**config.mk**
```make
export PLATFORM = sky130hd
export DESIGN_NAME = bus_arbiter
export DESIGN_NICKNAME = d
export VERILOG_FILES = /design/src/rtl/bus_arbiter.sv
export SDC_FILE = /design/constraint.sdc
export NUM_CORES = 1
export LEC_CHECK = 0
export CORE_AREA = 5 5 206 208
export CTS_CLUSTER_SIZE = 24
export DETAILED_ROUTE_END_ITERATION = 6
export DIE_AREA = 0 0 211 213
export MAX_ROUTING_LAYER = met4
export PLACE_DENSITY = 0.61
export SYNTH_ARGS = -nofsm -noshare
export SYNTH_HDL_FRONTEND = slang
export SYNTH_SLANG_ARGS = --single-unit
```
**constraint.sdc**
```tcl
create_clock -name clock -period 1.42 [get_ports clock]
set_clock_uncertainty 0.1 [all_clocks]
set_input_delay 0.284 -clock clock [delete_from_list [all_inputs] [get_ports clock]]
set_output_delay 0.284 -clock clock [all_outputs]
set_load 0.03 [all_outputs]
```
**src/rtl/bus_arbiter.sv**
```systemverilog
// Round-robin arbiter sharing one downstream bus between a fetch port and a load/store port.
// One transaction is outstanding at a time: grant in IDLE, present in REQ, collect the response in WAIT.
module bus_arbiter #(
  parameter int ADDR_W = 64,
  parameter int DATA_W = 64
) (
  input  logic                clock,
  input  logic                reset,
  input  logic                if_req_valid,
  output logic                if_req_ready,
  input  logic [ADDR_W-1:0]   if_addr,
  output logic                if_resp_valid,
  output logic [DATA_W-1:0]   if_resp_data,
  input  logic                mem_req_valid,
  output logic                mem_req_ready,
  input  logic                mem_req_wr,
  input  logic [ADDR_W-1:0]   mem_addr,
  input  logic [DATA_W-1:0]   mem_wdata,
  input  logic [DATA_W/8-1:0] mem_wstrb,
  output logic                mem_resp_valid,
  output logic [DATA_W-1:0]   mem_resp_data,
  output logic                bus_req_valid,
  input  logic                bus_req_ready,
  output logic                bus_req_wr,
  output logic [ADDR_W-1:0]   bus_addr,
  output logic [DATA_W-1:0]   bus_wdata,
  output logic [DATA_W/8-1:0] bus_wstrb,
  input  logic                bus_resp_valid,
  input  logic [DATA_W-1:0]   bus_resp_data,
  output logic                grant_mem
);
  localparam int STRB_W = DATA_W / 8;

  typedef enum logic [1:0] {IDLE, REQ, WAIT} state_t;

  state_t              state_q, state_d;
  // The current owner is also the last grant used for round-robin.
  logic                grant_mem_q, grant_mem_d;
  logic                req_wr_q, req_wr_d;
  logic [ADDR_W-1:0]   req_addr_q, req_addr_d;
  logic [DATA_W-1:0]   req_wdata_q, req_wdata_d;
  logic [STRB_W-1:0]   req_wstrb_q, req_wstrb_d;
  logic                if_resp_valid_q, if_resp_valid_d;
  logic                mem_resp_valid_q, mem_resp_valid_d;
  logic [DATA_W-1:0]   if_resp_data_q, if_resp_data_d;
  logic [DATA_W-1:0]   mem_resp_data_q, mem_resp_data_d;
  logic                pick_mem;

  always_comb begin
    state_d          = state_q;
    grant_mem_d      = grant_mem_q;
    req_wr_d         = req_wr_q;
    req_addr_d       = req_addr_q;
    req_wdata_d      = req_wdata_q;
    req_wstrb_d      = req_wstrb_q;
    if_resp_valid_d  = 1'b0;
    mem_resp_valid_d = 1'b0;
    if_resp_data_d   = if_resp_data_q;
    mem_resp_data_d  = mem_resp_data_q;
    if_req_ready     = 1'b0;
    mem_req_ready    = 1'b0;
    bus_req_valid    = 1'b0;
    pick_mem = mem_req_valid && (!if_req_valid || !grant_mem_q);

    if (!reset) begin
      case (state_q)
        IDLE: begin
          if (pick_mem) begin
            mem_req_ready = 1'b1;
            grant_mem_d   = 1'b1;
            req_wr_d      = mem_req_wr;
            req_addr_d    = mem_addr;
            req_wdata_d   = mem_wdata;
            req_wstrb_d   = mem_wstrb;
            state_d       = REQ;
          end else if (if_req_valid) begin
            if_req_ready = 1'b1;
            grant_mem_d  = 1'b0;
            req_wr_d     = 1'b0;
            req_addr_d   = if_addr;
            req_wdata_d  = '0;
            req_wstrb_d  = '0;
            state_d      = REQ;
          end
        end
        REQ: begin
          bus_req_valid = 1'b1;
          if (bus_req_ready) state_d = WAIT;
        end
        WAIT: begin
          if (bus_resp_valid) begin
            if (grant_mem_q) begin
              mem_resp_valid_d = 1'b1;
              mem_resp_data_d  = bus_resp_data;
            end else begin
              if_resp_valid_d = 1'b1;
              if_resp_data_d  = bus_resp_data;
            end
            state_d = IDLE;
          end
        end
        default: state_d = IDLE;
      endcase
    end
  end

  always_ff @(posedge clock) begin
    if (reset) begin
      state_q          <= IDLE;
      grant_mem_q      <= 1'b0;
      req_wr_q         <= 1'b0;
      req_addr_q       <= '0;
      req_wdata_q      <= '0;
      req_wstrb_q      <= '0;
      if_resp_valid_q  <= 1'b0;
      mem_resp_valid_q <= 1'b0;
      if_resp_data_q   <= '0;
      mem_resp_data_q  <= '0;
    end else begin
      state_q          <= state_d;
      grant_mem_q      <= grant_mem_d;
      req_wr_q         <= req_wr_d;
      req_addr_q       <= req_addr_d;
      req_wdata_q      <= req_wdata_d;
      req_wstrb_q      <= req_wstrb_d;
      if_resp_valid_q  <= if_resp_valid_d;
      mem_resp_valid_q <= mem_resp_valid_d;
      if_resp_data_q   <= if_resp_data_d;
      mem_resp_data_q  <= mem_resp_data_d;
    end
  end

  assign if_resp_valid  = if_resp_valid_q && !reset;
  assign mem_resp_valid = mem_resp_valid_q && !reset;
  assign if_resp_data   = if_resp_data_q;
  assign mem_resp_data  = mem_resp_data_q;
  assign bus_req_wr     = req_wr_q;
  assign bus_addr       = req_addr_q;
  assign bus_wdata      = req_wdata_q;
  assign bus_wstrb      = req_wstrb_q;
  assign grant_mem      = grant_mem_q;

endmodule

```
# == Word level (Yosys, flattened, before mapping) ==
# Cells that the tools add are included.
# classes
eq_ne,5
muxes,25
n_bitwise,3
n_reduce_logical,14
# ops
cell,n
$mux W64,4
$mux W8,2
$mux W1,14
$reduce_and A3 Y1,3
$mux W2,4
$pmux W2 S3,1
$ne A2 B2 Y1 const B,2
$logic_and A1 B1 Y1,3
$logic_not A1 Y1,3
$ne A3 B3 Y1 const B,1
$not A1 Y1,3
$reduce_or A3 Y1,1
$eq A2 B1 Y1 const B,1
$eq A2 B2 Y1 const B,1
$logic_not A2 Y1,1
$reduce_and A2 Y1,1
$reduce_bool A2 Y1,1
$logic_or A1 B1 Y1,1
# word_totals
regBits,270

# == Logic depth before layout (Yosys ltp) ==
# Gate-level depths: netlist of run 1.
# logic_depth
depth_word,6
depth_mapped,6
mapped_depth_nobuf,3

# == Worst setup path after synthesis of run 1 ==
# OpenSTA, ideal clock, no wires.
# synth_path
path_kind,reg-to-output
start,register grant_mem_q (netlist: grant_mem)
end,output if_req_ready
arrival_time_ns,1.481
t_required_ns,1.036
setup_slack_ns,-0.445
path_stages_with_launch,5
path_cell_list,dfxtp_1 -> a21bo_2 -> buf_4 -> buf_4 -> and4b_1
# synth_via
elab_chain_cells,6
# synth_lines
item,line_no,rtl
from (decl),38,"logic grant_mem_q, grant_mem_d;"
from (signal assigned),121,grant_mem_q <= grant_mem_d;
$logic_not A1 Y1,63,pick_mem = mem_req_valid && (!if_req_valid || !grant_mem_q);
$logic_or A1 B1 Y1,63,
$logic_and A1 B1 Y1,63,
$mux W1,68,if (pick_mem) begin
$mux W1,66,case (state_q)
$mux W1,65,if (!reset) begin
to (decl),10,"output logic if_req_ready,"
# No other way between the ends.

# == Final worst setup path of run 1 ==
# layout_path
start,register grant_mem_q (netlist: grant_mem)
end,output mem_req_ready
# layout_via
elab_chain_cells,6
# layout_lines
item,line_no,rtl
$logic_not A1 Y1,63,
$logic_or A1 B1 Y1,63,
$logic_and A1 B1 Y1,63,
$mux W1,68,
$mux W1,66,
$mux W1,65,
to (decl),15,"output logic mem_req_ready,"
# No other way between the ends.

==> impl_metrics.env, run 1 <==
export IMPL_clockRootBuffer="clkbuf_16"
export IMPL_cts_buffers=31
export IMPL_status="finished, violations left"
export IMPL_grt_pass1_vias=10700
export IMPL_hpwlAfterDp_mm=30.2
export IMPL_yosys_warnings=0
export IMPL_async_flop_share_pct=0
export IMPL_final_cells=2261
export IMPL_synth_avg_cell_area_um2=8.79
export IMPL_end_kind="primary output"
export IMPL_dieArea_mm2=0.0449
export IMPL_post_route_cell_area_mm2=0.0208
export IMPL_setup_ws_ns=-0.639
export IMPL_synth_fp_nets=1381
export IMPL_path_delay_family="flip-flops"
export IMPL_cts_max_path_buffers=3
export IMPL_htreeDepth=1
export IMPL_netlist_area_mm2=0.00976
export IMPL_dp_cells=2151
export IMPL_total_power_mw=21.7
export IMPL_rsz0062_at_grt="yes"
export IMPL_hold_violations=0
export IMPL_die_height_um=213
export IMPL_yosysUniqueCellTypes=26
export IMPL_drt_vias_per_instance=4.74
export IMPL_period_share_pct=145
export IMPL_crit_type="reg -> out"
export IMPL_wl_per_cell_um=20.1
export IMPL_cts_sinks=270
export IMPL_dr_pass1_iters=5
export IMPL_antenna_found_initial=1
export IMPL_final_cell_mix="clkdlybuf4s50_1, nand2_1, dfxtp_1, buf_12, a21oi_1"
export IMPL_clkTransAtPathRegs_ns=0.06
export IMPL_crit_start="grant_mem$_SDFFE_PP0P_"
export IMPL_drv_cap=0
export IMPL_r2r_start="grant_mem$_SDFFE_PP0P_"
export IMPL_tns_ns=-88.35
export IMPL_cp_start_kind="flip-flop"
export IMPL_synth_edff_count=0
export IMPL_violations="setup timing"
export IMPL_fp_coreArea_mm2=0.0404
export IMPL_portBuffers=541
export IMPL_dr_first_iter_drc_count=536
export IMPL_clock_latency_ns=0.58
export IMPL_maxSlewViolCount=0
export IMPL_finalCriticalPeriod_ns=2.06
export IMPL_wirelength_mm=45.5
export IMPL_synthCells=1110
export IMPL_place_congestion=0.855
export IMPL_gr_total_overflow=0
export IMPL_crit_arrival_ns=1.67
export IMPL_dpl_cell_area_mm2=0.0171
export IMPL_grt_max_degree=83
export IMPL_p_leak_nw=8.34
export IMPL_worstHoldStart="if_addr[45]"
export IMPL_yosysSeqAreaShare_pct=55.4
export IMPL_cts_tree="done"
export IMPL_fp_dieW_um=211
export IMPL_grt_first_pass_wirelength_mm=62.4
export IMPL_cp_slowest_stage_delay_ns=0.36
export IMPL_powerDensity_mw_per_mm2=1040
export IMPL_drive_gt1_share_pct=45.5
export IMPL_synthFlopType="dfxtp_1"
export IMPL_via_count=10700
export IMPL_cp_cell_sequence="a21bo_4 > nor4_4 > buf_12 > buf_4"
export IMPL_fin_nets=1977
export IMPL_clock_fmax_mhz=486
export IMPL_grtUsageTotal_pct=18.0
export IMPL_critPathMaxFanout=3
export IMPL_finalSetupViolCount=483
export IMPL_cp_slowest_cell="dfxtp_4"
export IMPL_row_count=74
export IMPL_hold_path_class="in -> reg"
export IMPL_ir_drop_v=0.000913
export IMPL_worstMarginPinSlew_ns=0.526
export IMPL_timing_critical_path_buf_inv=2
export IMPL_nFillCells=3560
export IMPL_start_util_pct=24.2
export IMPL_ys_seq_elements=270
export IMPL_area_growth_pct=113
export IMPL_slew_headroom_pct=64.9
export IMPL_ios=542
export IMPL_dp_slack_ns=-0.599
export IMPL_cp_required_ns=1.04
export IMPL_drc=0
export IMPL_final_common_cell="clkdlybuf4s50_1"
export IMPL_drtAntennaViolNets=0
[final timing paths]
path | to | slack [ns] | cells past startpoint
worst max-delay path | mem_req_ready | -0.64 | 4
worst min-delay path | bus_addr[45]$_SDFFE_PP0P_ | 0.18 | 3
worst max register to register | bus_addr[57]$_SDFFE_PP0P_ | -0.52 | 9
worst min register to register | if_resp_data[5]$_SDFFE_PP0P_ | 0.36 | 2
[cells by family after synthesis]
logic type / count (synthesis) / share of synthesized area (%)
AND/OR/NAND/NOR: 402 / 16.2
AO/OA/AOI/OAI: 335 / 22.6
flip-flops: 270 / 55.4
buffers and inverters: 103 / 5.82
[layer usage]
metal	part of all wire, %	global-route usage (%)	vias up
li1	-	-	5055
met1	38	21.0	5120
met2	51	30.5	451
met3	7.2	4.41	90
met4	3.3	5.95	0
met5	0	-	-
[synth_stat cells (all sizes together) (2+ instances only)]
| cell type | n | area share, % |
|---|---|---|
| nand2 | 384 | 15 |
| dfxtp | 270 | 55 |
| a21oi | 194 | 9.9 |
| buf | 77 | 4.8 |
| a22o | 73 | 6.5 |
| a311oi | 64 | 5.7 |
| clkbuf | 26 | 1.0 |
| nor2 | 6 | 0.31 |
| and4b | 2 | 0.21 |
| nor2b | 2 | 0.13 |
[repair_timing]
action	4_1_cts	5_1_grt
setup buffers	12	19
resized for setup	684	376
endpoints found under the hold margin	6	0
setup endpoints to repair	537	537
pin swaps	10	217
hold buffers	1	0
cloned	10	14
[per-stage QoR]
step / hold WS [ns] / util [%]
after global routing: 0.180 / 51.6
after floorplan: 0.301 / -
after detailed placement: 0.346 / 42.4
after CTS: 0.140 / 46.8
final: 0.180 / 51.6
after global placement: 0.342 / 42.4
[state kept, by name, summed over array words and instances (netlist names), 2 cells and up]
name	count
bus_addr	64
bus_wdata	64
if_resp_data	64
mem_resp_data	64
bus_wstrb	8
state_q	2
[worst register-to-register path, delay by kind of cell, from the launching register on]
family          cells  cell delay, ns
simple gates        1            0.06
flops               1            0.36
buf+inv             6            0.83
compound gates      2            0.49
[power breakdown]
part | internal [mW] | switching, mW
logic | 2.57 | 2.44
registers | 7.99 | 0.334
clock network | 5.05 | 3.31
total | 15.6 | 6.09
[final cells by class]
cell class / instances / area (um^2) / area share, %
repair buffers: 666 / 8390 / 40.3
flip-flops and latches: 270 / 5520 / 26.5
multi-input cells: 737 / 5190 / 24.9
clock buffers: 42 / 877 / 4.21
well taps: 532 / 666 / 3.20
clock inverters: 13 / 190 / 0.913
diodes: 1 / 2.50 / 0.0120
No activity file was read; power rests on OpenSTA's default activity.
==> inputs of run 2 (changes only) <==
Settings changed: SLEW_MARGIN from default to 25.
==> results of run 2 <==
Final layout, timing and power as in run 1 (identical DEF).
